===== config.mk =====
export PLATFORM = sky130hd
export DESIGN_NAME = if_stage_fetch
export DESIGN_NICKNAME = d
export VERILOG_FILES = /design/src/rtl/if_stage_fetch.sv
export SDC_FILE = /design/constraint.sdc
export NUM_CORES = 1
export LEC_CHECK = 0
export ABC_AREA = 1
export BUFFER_PORTS_ARGS = -buffer_cell sky130_fd_sc_hd__buf_4
export CELL_PAD_IN_SITES_DETAIL_PLACEMENT = 0
export CELL_PAD_IN_SITES_GLOBAL_PLACEMENT = 1
export CORE_MARGIN = 2
export CORE_UTILIZATION = 43
export DETAILED_ROUTE_END_ITERATION = 12
export HOLD_SLACK_MARGIN = 0.05
export PLACE_DENSITY_LB_ADDON = 0.1
export RECOVER_POWER = 50
export SKIP_LAST_GASP = 1
export SYNTH_ARGS = -nofsm -noshare
export SYNTH_HDL_FRONTEND = slang
export SYNTH_SLANG_ARGS = --single-unit

===== constraint.sdc =====
create_clock -name clk -period 3.21 [get_ports clk]
set_input_delay 0.1605 -clock clk [delete_from_list [all_inputs] [get_ports clk]]
set_output_delay 0.1605 -clock clk [all_outputs]
set_load 0.01 [all_outputs]

===== src/rtl/if_stage_fetch.sv =====
// Instruction-fetch stage: PC register, request/ready imem port, freeze skid buffer, branch drain.
// Optional macro IF_PERF_CNT_EN adds fetch_cnt/stall_cnt performance counters.
module if_stage_fetch #(
  parameter logic [31:0] RESET_PC = 32'h0000_0000,
  parameter logic [31:0] PC_STEP  = 32'd4
) (
  input  logic        clk,
  input  logic        rst,
  input  logic        freeze,
  input  logic        Branch_taken,
  input  logic [31:0] Branch_Addr,
  output logic        imem_req,
  output logic [31:0] imem_addr,
  input  logic        imem_ready,
  input  logic [31:0] imem_rdata,
  output logic [31:0] PC,
  output logic [31:0] Instruction,
  output logic        IF_valid
`ifdef IF_PERF_CNT_EN
  ,
  output logic [31:0] fetch_cnt,
  output logic [31:0] stall_cnt
`endif
);

  typedef enum logic [1:0] {
    ST_FETCH = 2'd0,
    ST_DRAIN = 2'd1,
    ST_HOLD  = 2'd2
  } state_e;

  state_e      state_q, state_d;
  logic [31:0] pc_q, pc_d;
  logic [31:0] redir_q, redir_d;
  logic [31:0] buf_q, buf_d;
  logic [31:0] buf_pc_q, buf_pc_d;
  logic [31:0] out_pc_q, out_pc_d;
  logic [31:0] out_instr_q, out_instr_d;
  logic        out_valid_q, out_valid_d;
  logic [31:0] pc_inc_s;
  logic        done_s;

  // HOLD parks the request; in DRAIN pc_q still holds the outstanding address
  assign imem_req    = rst & (state_q != ST_HOLD);
  assign imem_addr   = pc_q;
  assign done_s      = imem_req & imem_ready;
  assign pc_inc_s    = pc_q + PC_STEP;
  assign PC          = out_pc_q;
  assign Instruction = out_instr_q;
  assign IF_valid    = out_valid_q;

  // Next-state and IF/ID update logic
  always_comb begin
    state_d     = state_q;
    pc_d        = pc_q;
    redir_d     = redir_q;
    buf_d       = buf_q;
    buf_pc_d    = buf_pc_q;
    out_pc_d    = out_pc_q;
    out_instr_d = out_instr_q;
    out_valid_d = out_valid_q;
    case (state_q)
      ST_FETCH: begin
        if (done_s) begin
          if (Branch_taken) begin
            pc_d        = Branch_Addr;
            out_valid_d = 1'b0;
            out_instr_d = 32'd0;
          end else if (freeze) begin
            buf_d    = imem_rdata;
            buf_pc_d = pc_inc_s;
            pc_d     = pc_inc_s;
            state_d  = ST_HOLD;
          end else begin
            out_pc_d    = pc_inc_s;
            out_instr_d = imem_rdata;
            out_valid_d = 1'b1;
            pc_d        = pc_inc_s;
          end
        end else begin
          if (Branch_taken) begin
            redir_d     = Branch_Addr;
            out_valid_d = 1'b0;
            out_instr_d = 32'd0;
            state_d     = ST_DRAIN;
          end else if (freeze) begin
            out_valid_d = out_valid_q;
          end else begin
            out_valid_d = 1'b0;
          end
        end
      end
      ST_DRAIN: begin
        out_valid_d = 1'b0;
        if (Branch_taken) begin
          redir_d = Branch_Addr;
        end else begin
          redir_d = redir_q;
        end
        if (done_s) begin
          pc_d    = Branch_taken ? Branch_Addr : redir_q;
          state_d = ST_FETCH;
        end else begin
          state_d = ST_DRAIN;
        end
      end
      ST_HOLD: begin
        if (Branch_taken) begin
          buf_d       = 32'd0;
          pc_d        = Branch_Addr;
          out_valid_d = 1'b0;
          out_instr_d = 32'd0;
          state_d     = ST_FETCH;
        end else if (!freeze) begin
          out_pc_d    = buf_pc_q;
          out_instr_d = buf_q;
          out_valid_d = 1'b1;
          state_d     = ST_FETCH;
        end else begin
          state_d = ST_HOLD;
        end
      end
      default: begin
        out_valid_d = 1'b0;
        state_d     = ST_FETCH;
      end
    endcase
  end

  // State, PC, skid buffer and IF/ID registers
  always_ff @(posedge clk) begin
    if (!rst) begin
      state_q     <= ST_FETCH;
      pc_q        <= RESET_PC;
      redir_q     <= 32'd0;
      buf_q       <= 32'd0;
      buf_pc_q    <= 32'd0;
      out_pc_q    <= 32'd0;
      out_instr_q <= 32'd0;
      out_valid_q <= 1'b0;
    end else begin
      state_q     <= state_d;
      pc_q        <= pc_d;
      redir_q     <= redir_d;
      buf_q       <= buf_d;
      buf_pc_q    <= buf_pc_d;
      out_pc_q    <= out_pc_d;
      out_instr_q <= out_instr_d;
      out_valid_q <= out_valid_d;
    end
  end

`ifdef IF_PERF_CNT_EN
  logic [31:0] fetch_cnt_q, fetch_cnt_d;
  logic [31:0] stall_cnt_q, stall_cnt_d;

  // Only completions in FETCH without a same-cycle branch deliver an instruction
  always_comb begin
    fetch_cnt_d = fetch_cnt_q;
    stall_cnt_d = stall_cnt_q;
    if ((state_q == ST_FETCH) && done_s && !Branch_taken) begin
      fetch_cnt_d = fetch_cnt_q + 32'd1;
    end else begin
      fetch_cnt_d = fetch_cnt_q;
    end
    if (imem_req && !imem_ready) begin
      stall_cnt_d = stall_cnt_q + 32'd1;
    end else begin
      stall_cnt_d = stall_cnt_q;
    end
  end

  // Performance counter registers
  always_ff @(posedge clk) begin
    if (!rst) begin
      fetch_cnt_q <= 32'd0;
      stall_cnt_q <= 32'd0;
    end else begin
      fetch_cnt_q <= fetch_cnt_d;
      stall_cnt_q <= stall_cnt_d;
    end
  end

  assign fetch_cnt = fetch_cnt_q;
  assign stall_cnt = stall_cnt_q;
`else
  // Counters not built in this configuration.
`endif

endmodule


==> impl_metrics.ini, run 1 <==
[clock_network]
root_buffer = clkbuf_16
cts_sinks = 195
cts-buffers-inserted = 17
htreeDepth = 4
worstSkewPairLatency_ps = 440
postCtsSetupRepairBufs = 0
tritoncts = built
cts_resized = 0
clkTransAtPathRegs_ps = 80
cts_buffer_depth = 2

[routing]
vias_per_cell = 5.235
wl_um = 30070
vias = 9790
ant_nets = 0
drt_iter0_drc = 629
dr.pass1.iters = 5
wl_per_cell_um = 16.08
drc = 0

[critical_path]
slowest_delay_ps = 1000
crit_path_start = state_q[0]$_SDFFE_PN0P_
rr_worst_depth = 7
crit_path_frequent_cell = a21oi_1
cp-start-kind = flop
slowest_stage = clkbuf_1
end_kind = flop
reg2reg_to = PC[13]$_SDFFE_PN0P_
crit_required_ps = 3580
reg2reg_from = state_q[0]$_SDFFE_PN0P_
r2r_setup_slack_ps = 440
criticalPathCategory = reg2reg
crit_fanout = 27
cp_cell_sequence = inv_1, ha_1, nand2_1, nand4_1, clkbuf_1, a21oi_1, a21oi_1
critPathArrivalTime_ps = 3140

[yosys]
syn-num-nets = 1511
yosysTopAreaCellShare = 0.4058
synth_cell_type_count = 33
synthCells = 1437
yosysWarnings = 0
ys_ff_latch = 195
yosysSeqAreaShare = 0.4058
yosys-top-cells-area = dfxtp_1 41%, a21oi_1 14%, nand2_1 10%
avgSynthCellArea_um2 = 6.694
syn_area_mm2 = 0.009619
synth_area_leader_cell = dfxtp_1

[die]
die_x_um = 153.6
fp.dieH_um = 153.6
core_area_mm2 = 0.02189
start_util = 0.4394
boundaryPins = 167
dieArea_mm2 = 0.02358
row_count = 54

[worst_hold_path]
hold_path.startpoint = Branch_Addr[1]
worstHoldPathType = in2reg
worstHoldEndpoint = redir_q[1]$_SDFFE_PN0P_
hold_depth = 3

[power]
leakage_nw = 4.875
power_w = 0.008778
vdd_drop_max_uv = 417.4
power_density_mw_per_mm2 = 765.8

[grt]
grt_pass1_vias = 8881
grt_max_degree = 96
grt_util_all_layers = 0.2507
overflow = 0
antenna_found_initial = 0
grt_pass1_wl_um = 47960

[timing]
final_max_slew_viol_count = 0
fin_crit_sh = 0.8632
setup_viol = 0
tightest_slew_ps = 1338
rsz0062_at_grt = no
setup_tns_ps = 0
fin_crit_ps = 2771
fmaxAchievable_ghz = 0.3609
hold_viol = 0
relSlewSlack = 0.1081
finalClockSkew_ps = 18.06

[finish]
final_net_count = 1651
final_common_cell = a21oi_1
diodes = 0
drive_gt1_frac = 0.08491
areaGrowthSynthToFinish_pct = 19.16
layout.cells.most_common_list = 269 x a21oi_1, 268 x nand2_1, 195 x dfxtp_1, 175 x o21ai_0, 143 x inv_1
fill_cells = 2314

[placed_design]
dpl.hpwl_um = 19340
gp_congestion = 0.8500
port_buffers = 166

[outcome]
status = complete, no violations

[flow_run]
cap_violations = 0
[registers in the layout, summed over array words and instances, names as in the netlist]
register and flops:
state_q 2, buf_q 32, buf_pc_q 32, PC 32, IF_valid 1, redir_q 32
Instruction 32, imem_addr 32
[worst max path at each step]
stage	endpoint	slack, ps	depth (start not counted)
detailed placement	Instruction[26]$_SDFFE_PN0P_	620	7
finish	PC[13]$_SDFFE_PN0P_	440	7
global route	Instruction[23]$_SDFFE_PN0P_	200	7
global placement	Instruction[26]$_SDFFE_PN0P_	650	7
floorplan	buf_pc_q[30]$_SDFFE_PN0P_	1350	11
CTS	Instruction[0]$_SDFFE_PN0P_	590	7
[metrics by stage]
step,setup slack [ps],instances,hold slack (ps),utilization,instance area (um^2)
after global routing,201.1,1870,71.52,0.5236,11460
final,439.0,1870,61.96,0.5236,11460
after detailed placement,624.2,1806,430.8,0.5011,10970
after CTS,589.5,1870,52.74,0.5427,11880
after global placement,652.0,1806,426.9,0.5011,10970
after floorplan,1353,1437,328.6,-,9619
[where the power goes]
| group | switching [W] | leakage, nW | internal, W |
|---|---|---|---|
| clock network | 0.00109 | 0.284 | 0.00105 |
| registers | 0.000474 | 1.60 | 0.00304 |
| logic | 0.00212 | 2.99 | 0.00101 |
| total | 0.00368 | 4.88 | 0.00510 |
[worst max-delay path, delay by kind of cell, from the launching register on]
kind                       cells  cell delay [ps]
AOI/OAI and AO/OA              2              290
and+or+nand+nor                2              500
buffers and inverters          2             1110
DFF                            1              350
adders and majority gates      1              420
[synthesized netlist by cell type]
library cell,count
nand2_2,1
nand2_1,266
nor2_4,2
clkbuf_1,57
nand2_4,2
nand4_1,1
buf_1,10
o211ai_4,1
o21ai_1,52
o211ai_1,3
a21boi_0,1
a21oi_1,269
inv_1,142
buf_6,2
buf_2,23
xor2_1,12
nand4_4,1
o21ai_2,1
nor2_1,117
o21ai_0,175
ha_1,5
dfxtp_1,195
xnor2_1,3
nand3b_1,5
inv_2,6
and2_1,8
nor2_2,4
buf_4,7
a211o_1,1
a22oi_1,2
nand3_1,53
a211oi_1,1
a31oi_1,9
[area by class of cell]
cell class,instances,area [um^2],area share
Multi-Input combinational cell,995,4696,0.4097
Sequential cell,195,3904,0.3406
Timing Repair Buffer,220,1366,0.1192
Inverter,148,555.5,0.04847
Clock buffer,18,429.2,0.03744
Tap cell,280,350.3,0.03056
Clock inverter,14,161.4,0.01408
[routing by layer]
metal / track usage / part of all wire / up-vias
met4: 0.06247 / 0.013 / 0
li1: - / - / 4995
met2: 0.3771 / 0.44 / 255
met3: 0.03805 / 0.054 / 25
met5: 0 / 0 / -
met1: 0.3758 / 0.50 / 4515
[kinds of logic (layout without fill, tap and decap cells)]
family                   count (synthesis)  in the layout  synth area share
AO/OA/AOI/OAI                          515            515            0.2734
AND/OR/NAND/NOR                        460            460            0.1969
adder cells (fa/ha/maj)                  5              5          0.006504
flip-flops                             195            195            0.4058
buffers and inverters                  247            400            0.1037
XOR/XNOR                                15             15           0.01366
[repair_timing]
| action | CTS | global route |
|---|---|---|
| hold buffers | 32 | 0 |
| endpoints found under the hold margin | 32 | 0 |
| endpoints found under the setup margin | 0 | 0 |
Note: power is estimated with default switching activity, not from simulation.
==> run 2: changes to the inputs <==
--- a/config.mk
+++ b/config.mk
@@ -9,6 +9,7 @@
 export BUFFER_PORTS_ARGS = -buffer_cell sky130_fd_sc_hd__buf_4
 export CELL_PAD_IN_SITES_DETAIL_PLACEMENT = 0
 export CELL_PAD_IN_SITES_GLOBAL_PLACEMENT = 1
+export CORE_ASPECT_RATIO = 0.75
 export CORE_MARGIN = 2
 export CORE_UTILIZATION = 43
 export DETAILED_ROUTE_END_ITERATION = 12
==> run 2 against run 1 <==
Against the previous run:
- maximum frequency grew 5.8%
- clock skew shrank 4.3 ps
- clock power shrank 2%
- via count grew 2.4%
- worst hold slack gained 9.6 ps
- highest routed layer unchanged
- largest cell class unchanged
- final area grew 0.26%
- critical path depth grew 3
==> impl_metrics.ini, run 2 (synthesis results as in run 1) <==
[outcome]
status = complete, no violations

[die]
core_area_mm2 = 0.02199
fp.dieH_um = 133.5
die_x_um = 176.7
boundaryPins = 167
dieArea_mm2 = 0.02360
start_util = 0.4374
row_count = 47

[clock_network]
postCtsSetupRepairBufs = 0
clkTransAtPathRegs_ps = 80
worstSkewPairLatency_ps = 440
cts-buffers-inserted = 17
hold_buffers = 32
htreeDepth = 4
tritoncts = built
root_buffer = clkbuf_16
cts_resized = 0
cts_buffer_depth = 2
cts_sinks = 195

[power]
power_density_mw_per_mm2 = 759.9
vdd_drop_max_uv = 409.5
leakage_nw = 4.877

[routing]
drc = 0
vias = 10020
wl_per_cell_um = 16.00
ant_nets = 0
drt_iter0_drc = 788
wl_um = 30090
dr.pass1.iters = 5
vias_per_cell = 5.329

[timing]
setup_viol = 0
final_max_slew_viol_count = 0
hold_viol = 0
fin_crit_sh = 0.8156
fmaxAchievable_ghz = 0.3819
relSlewSlack = 0.4471
rsz0062_at_grt = no
setup_tns_ps = 0
fin_crit_ps = 2618
tightest_slew_ps = 829.3
finalClockSkew_ps = 13.75

[placed_design]
dpl_cell_area_mm2 = 0.01101
gp_congestion = 0.8291
dpl.hpwl_um = 19280
port_buffers = 166
dp_cells = 1818

[worst_hold_path]
worstHoldPathType = in2reg
hold_depth = 3
worstHoldEndpoint = redir_q[3]$_SDFFE_PN0P_
hold_path.startpoint = Branch_Addr[3]

[finish]
drive_gt1_frac = 0.08507
final_net_count = 1649
areaGrowthSynthToFinish_pct = 19.47
diodes = 0
fin_util = 0.5225
fill_cells = 2342
layout.cells.most_common_list = 269 x a21oi_1, 267 x nand2_1, 195 x dfxtp_1, 186 x o21ai_0, 142 x inv_1
stdcell_area_mm2 = 0.01149
final_cells = 1881
final_common_cell = a21oi_1

[critical_path]
cp-start-kind = flop
crit_fanout = 36
critPathArrivalTime_ps = 2980
slowest_delay_ps = 660
reg2reg_to = buf_pc_q[0]$_SDFFE_PN0P_
reg2reg_from = state_q[0]$_SDFFE_PN0P_
rr_worst_depth = 10
crit_required_ps = 3570
end_kind = flop
path_buf_inv = 3
slowest_stage = clkbuf_2
r2r_setup_slack_ps = 590
crit_family = buffers and inverters
cp_cell_sequence = inv_1, ha_1, nor2_1, nand2_1, inv_1, nand2_2, nor2_1, clkbuf_2, o21ai_0, a21oi_1
criticalPathCategory = reg2reg

[grt]
grt_max_degree = 93
overflow = 0
antenna_found_initial = 0
grt_pass1_vias = 9077
grt_pass1_wl_um = 47840
grt_util_all_layers = 0.2534

[flow_run]
cap_violations = 0
run 2: cell type report:
cell class / count / area, um^2 / area share
multi-input cells: 995 / 4711 / 0.4099
flip-flops and latches: 195 / 3904 / 0.3397
repair buffers: 218 / 1398 / 0.1216
inverters: 148 / 555.5 / 0.04834
clock buffers: 19 / 442.9 / 0.03854
well taps: 294 / 367.9 / 0.03201
clock inverters: 12 / 113.9 / 0.009907
run 2: power breakdown:
| part | internal (W) | switching (W) | leakage, nW |
|---|---|---|---|
| clock network | 0.00104 | 0.00104 | 0.272 |
| registers | 0.00304 | 0.000461 | 1.60 |
| logic | 0.00105 | 0.00209 | 3.00 |
| total | 0.00514 | 0.00360 | 4.88 |
run 2: how the worst max path moves through the flow:
stage                                  startpoint                        end  slack, ps  depth (start not counted)
after floorplan           state_q[0]$_SDFFE_PN0P_  buf_pc_q[30]$_SDFFE_PN0P_       1350                         11
after global placement    state_q[0]$_SDFFE_PN0P_         PC[3]$_SDFFE_PN0P_       1000                          8
after detailed placement  state_q[0]$_SDFFE_PN0P_         PC[3]$_SDFFE_PN0P_        930                          8
after CTS                 state_q[0]$_SDFFE_PN0P_         PC[4]$_SDFFE_PN0P_        920                          8
after global routing      state_q[0]$_SDFFE_PN0P_  buf_pc_q[16]$_SDFFE_PN0P_        350                         12
final                     state_q[0]$_SDFFE_PN0P_   buf_pc_q[0]$_SDFFE_PN0P_        590                         10
run 2: metrics by stage:
step	hold slack, ps	worst slack (ps)	total power, W
after global placement	425.8	1003	0.006854
after detailed placement	432.5	928.5	0.006907
after global routing	76.97	352.2	0.009353
after floorplan	328.6	1353	0.005570
after CTS	53.80	917.6	0.009038
final	71.56	591.8	0.008732
run 2: tightest hold or removal path, delay by kind of cell:
family / cells / cell delay (ps)
AO/OA/AOI/OAI: 1 / 90
buffers and inverters: 1 / 110
AND/OR/NAND/NOR: 1 / 90
run 2: per-layer routing:
metal / GRT usage / wire length [um] / up-vias
li1: - / - / 4990
met1: 0.3713 / 14600 / 4688
met2: 0.3874 / 13360 / 321
met3: 0.03967 / 1784 / 24
met4: 0.06520 / 344 / 0
met5: 0 / 0 / -
